File: src/rtl/acia_rx_fifo.sv
// acia_rx_fifo: receive-side FIFO for an ACIA-style UART.
// Buffers bytes from the serial receiver together with their framing/format
// error flag until the bus side reads them, with first-word fall-through output.
//
// Ports:
//   clk      in   system clock, all state updates on the rising edge
//   reset_n  in   synchronous active-low reset
//   rx_dat   in   [7:0] received byte
//   rx_stb   in   one-cycle strobe, rx_dat/rx_err valid
//   rx_err   in   error flag accompanying rx_dat
//   rd       in   one-cycle pop request
//   ovr_clr  in   clears the sticky overrun flag
//   dout     out  [7:0] byte at FIFO head
//   derr     out  error flag stored with the head byte
//   empty    out  count == 0
//   full     out  count == DEPTH
//   hiwat    out  count >= THRESH
//   overrun  out  sticky: a strobed byte was dropped
//   count    out  [$clog2(DEPTH):0] number of stored entries
module acia_rx_fifo #(
  parameter int DEPTH  = 16,
  parameter int THRESH = 8
) (
  input  logic                     clk,
  input  logic                     reset_n,
  input  logic [7:0]               rx_dat,
  input  logic                     rx_stb,
  input  logic                     rx_err,
  input  logic                     rd,
  input  logic                     ovr_clr,
  output logic [7:0]               dout,
  output logic                     derr,
  output logic                     empty,
  output logic                     full,
  output logic                     hiwat,
  output logic                     overrun,
  output logic [$clog2(DEPTH):0]   count
);

  localparam int AW = $clog2(DEPTH);
  localparam int CW = AW + 1;

  logic [8:0]    r_mem [DEPTH];
  logic [AW-1:0] r_wptr;
  logic [AW-1:0] r_rptr;
  logic [CW-1:0] r_count;
  logic          r_overrun;

  logic w_empty;
  logic w_full;
  logic w_push;
  logic w_pop;
  logic w_drop;

  always_comb begin
    w_empty = (r_count == '0);
    w_full  = (r_count == CW'(DEPTH));
    // A full FIFO still accepts a byte when a pop frees a slot in the same cycle.
    w_push  = rx_stb && (!w_full || rd);
    // On an empty FIFO a simultaneous push wins and the pop is ignored.
    w_pop   = rd && !w_empty;
    w_drop  = rx_stb && w_full && !rd;
  end

  // Pointers are AW bits wide and DEPTH is a power of two, so the natural
  // binary rollover gives the modulo-DEPTH wrap.
  always_ff @(posedge clk) begin
    if (!reset_n) begin
      r_wptr    <= '0;
      r_rptr    <= '0;
      r_count   <= '0;
      r_overrun <= 1'b0;
    end else begin
      if (w_push) r_wptr <= r_wptr + 1'b1;
      if (w_pop)  r_rptr <= r_rptr + 1'b1;
      if (w_push && !w_pop)      r_count <= r_count + 1'b1;
      else if (w_pop && !w_push) r_count <= r_count - 1'b1;
      // A new drop in the same cycle as the clear keeps the flag set.
      if (w_drop)       r_overrun <= 1'b1;
      else if (ovr_clr) r_overrun <= 1'b0;
    end
  end

  // Storage is not reset; contents are only observed while non-empty.
  always_ff @(posedge clk) begin
    if (reset_n && w_push) r_mem[r_wptr] <= {rx_err, rx_dat};
  end

  always_comb begin
    dout    = r_mem[r_rptr][7:0];
    derr    = r_mem[r_rptr][8];
    empty   = w_empty;
    full    = w_full;
    hiwat   = (r_count >= CW'(THRESH));
    overrun = r_overrun;
    count   = r_count;
  end

endmodule

File: config.mk
export PLATFORM = sky130hd
export DESIGN_NAME = acia_rx_fifo
export DESIGN_NICKNAME = d
export VERILOG_FILES = /design/src/rtl/acia_rx_fifo.sv
export SDC_FILE = /design/constraint.sdc
export NUM_CORES = 1
export LEC_CHECK = 0
export ABC_AREA = 0
export CAP_MARGIN = 20
export CELL_PAD_IN_SITES_DETAIL_PLACEMENT = 1
export CELL_PAD_IN_SITES_GLOBAL_PLACEMENT = 1
export CORE_MARGIN = 10
export CORE_UTILIZATION = 47
export CTS_CLUSTER_DIAMETER = 30
export DETAILED_ROUTE_END_ITERATION = 10
export PLACE_DENSITY = 0.8
export SYNTH_ARGS = -nofsm -noshare
export SYNTH_HDL_FRONTEND = slang
export SYNTH_SLANG_ARGS = --single-unit
File: constraint.sdc
create_clock -name clk -period 2.9 [get_ports clk]
set_clock_uncertainty 0.05 [all_clocks]
set_input_delay 0.58 -clock clk [delete_from_list [all_inputs] [get_ports clk]]
set_output_delay 0.58 -clock clk [all_outputs]
set_load 0.05 [all_outputs]
==> metrics <==
outcome=finished, final reports clean; area delta synth->final=18.5%; Critical Path End Type=primary output; DRC=0; Final Cycle Share=approximately 97%; die extent in y=between 100 and 150 um; CTS resizes=0; CP Data Required Time=2.27 ns; total gr overflow=0; number of clock sinks=between 150 and 200; via count=~3,300; starting density of the core=48.3%; via density per instance=approximately 5.7; setup violators final=0; # port buffers=31; Design Area, Final=~0.0076 mm2; Crit Path Class=register to primary output; Mapped Avg Cell Area=between 15 and 20 um2; first-pass GRT wire length=approximately 21,000 um; hpwl dp=between 8000 and 9000 um; Rows=42; crit start category=register; total CTS buffers=17; Synth Net Count=370; CORE AREA=roughly 0.013 mm2; Worst Hold Class=register to register; Setup TNS=0 ns; DIE WIDTH=137 um; final slew viol count=0; CP Max Fanout=18; Post-CTS Hold Fix Bufs=0; worst-margin pin slew=1.10 ns; leading cell type in the layout, fill and taps excluded=edfxtp_1; die area=around 0.019 mm2; CTS tree=built; Post-Place Worst Slack=-0.00812 ns; Post-CTS Setup Bufs=0; Routed wire per std cell=roughly 24 um; pin count of the biggest net entering global routing=37; top cells by area, synth=edfxtp_1 67%, mux4_2 13%, dfxtp_1 5.6%; DR pass1 iterations=4; Setup WS post-layout=~0.1 ns; total I/O pin count=32; worst rel slew slack=between 20% and 30%; sequential share of the synthesized area=between 70% and 80%; top_reg_cell synth=edfxtp_1; RSZ-0062 raised after global routing=false; largest area contributor in the netlist=edfxtp_1; Pleak=2.50 nW; Worst-Skew Late Latency=0.42 ns; GRT Total Usage=between 10% and 20%; YS warnings=0; final total power=approximately 6.7 mW; Layout Nets=roughly 420; ant diodes=0; share of cells above drive strength 1=around a quarter; clock root buffer=clkbuf_16; Worst-path clk slew=0.06 ns; DR iter-0 viols=between 300 and 400; H-Tree Depth=4; crit path DAT=2.17 ns; placed cells=approximately 550; commonest cells after routing, fill and taps aside=144 x edfxtp_1, 36 x mux4_2, 24 x nor2_1, 23 x buf_4, 20 x clkdlybuf4s50_1; Mapped Area=between 0.006 and 0.007 mm2; post-synthesis cell count=roughly 350; number of global-route vias before repair=3,563; WL final=between 10,000 and 15,000 um; number of synthesized flops with an enable pin=about 140; fmax=approximately 0.36 GHz; post-layout util=57.3%; non-filler cells, final=586; placed standard-cell area=around 0.007 mm2; Fin Hold WS=0.482 ns; Max Cap Viol=0; initial antenna violation count=0; Max clock buf depth=2; PwrDens=a little under 900 mW/mm2; Period minus WS final=approximately 2.8 ns; ANT nets after route=0; async set-reset flop share out of synthesis=0%; Yosys reg bits=around 160; post-synth top area share=roughly two thirds; Synth cell types=34; maximum VDD drop=about 0.44 mV; final hold vios=0; routability cong.=roughly 0.75
## sequential cells by signal (all words and copies together) (netlist names), named ones only
register and count:
r_rptr 4, overrun 1, count 5, r_mem 144
r_wptr 4
## critical path, cell delays in order (launching register included)
cell and delay, ns:
dfxtp_2 0.39, buf_12 0.22, mux4_2 0.52, a22oi_1 0.29
nand2_1 0.11, buf_4 0.20
## report_power, final
part / total, mW / leakage [nW] / internal (mW) / switching [mW]
Sequential: 2.71 / 1.45 / 2.62 / 0.0852
Clock: 2.18 / 0.273 / 1.33 / 0.846
Combinational: 1.85 / 0.779 / 0.820 / 1.03
## cell usage after synthesis, types with 2 or more instances
cell and n:
nor2b_1 3, a22oi_1 18, edfxtp_1 144, clkbuf_1 7
or2_2 4, o21a_1 2, buf_2 5, nand2_1 16
buf_1 3, inv_1 9, dfxtp_1 18, mux2i_1 5
o21ai_0 3, and2_1 9, nor2_1 24, ha_1 9
nand2b_1 3, nand3_1 9, xnor2_1 4, mux4_2 36
a21oi_1 2
## worst paths after layout
check	start	end	slack (ns)	cells after the start
max	register	dout[4]	0.1	5
min	r_wptr[1]$_SDFFE_PN0P_	r_wptr[1]$_SDFFE_PN0P_	0.48	2
max reg2reg	count[0]$_SDFFE_PN0P_	count[3]$_SDFFE_PN0P_	0.17	10
min reg2reg	r_wptr[1]$_SDFFE_PN0P_	r_wptr[1]$_SDFFE_PN0P_	0.48	2
## cell families after synthesis
group | Yosys count | share of synthesized area, %
xor gates and xnor gates | 5 | 0.681
DFF | 162 | 72.9
muxes | 41 | 13.4
buffers and inverters | 24 | 1.50
AOI/OAI and AO/OA | 30 | 3.66
adders and majority gates | 10 | 2.06
and+or+nand+nor | 74 | 5.82
## per-layer routing
metal / vias to the layer above / share of wire (%) / GRT usage [%] / routed length [um]
met4: 0 / 1.4 / 5.91 / 199
li1: 1481 / - / - / -
met3: 14 / 4.7 / 4.47 / 651
met1: 1745 / 42 / 19.1 / 5750
met5: - / 0 / 0 / 0
met2: 92 / 52 / 25.9 / 7230
## area by class of cell
class | instances | area, um2
Clock buffer | 19 | 433
Clock inverter | 13 | 143
Fill cell | 1196 | 5680
Inverter | 9 | 33.8
Multi-Input combinational cell | 160 | 1650
Sequential cell | 162 | 4690
Tap cell | 176 | 220
Timing Repair Buffer | 47 | 449
(Power assumes the default switching activity.)
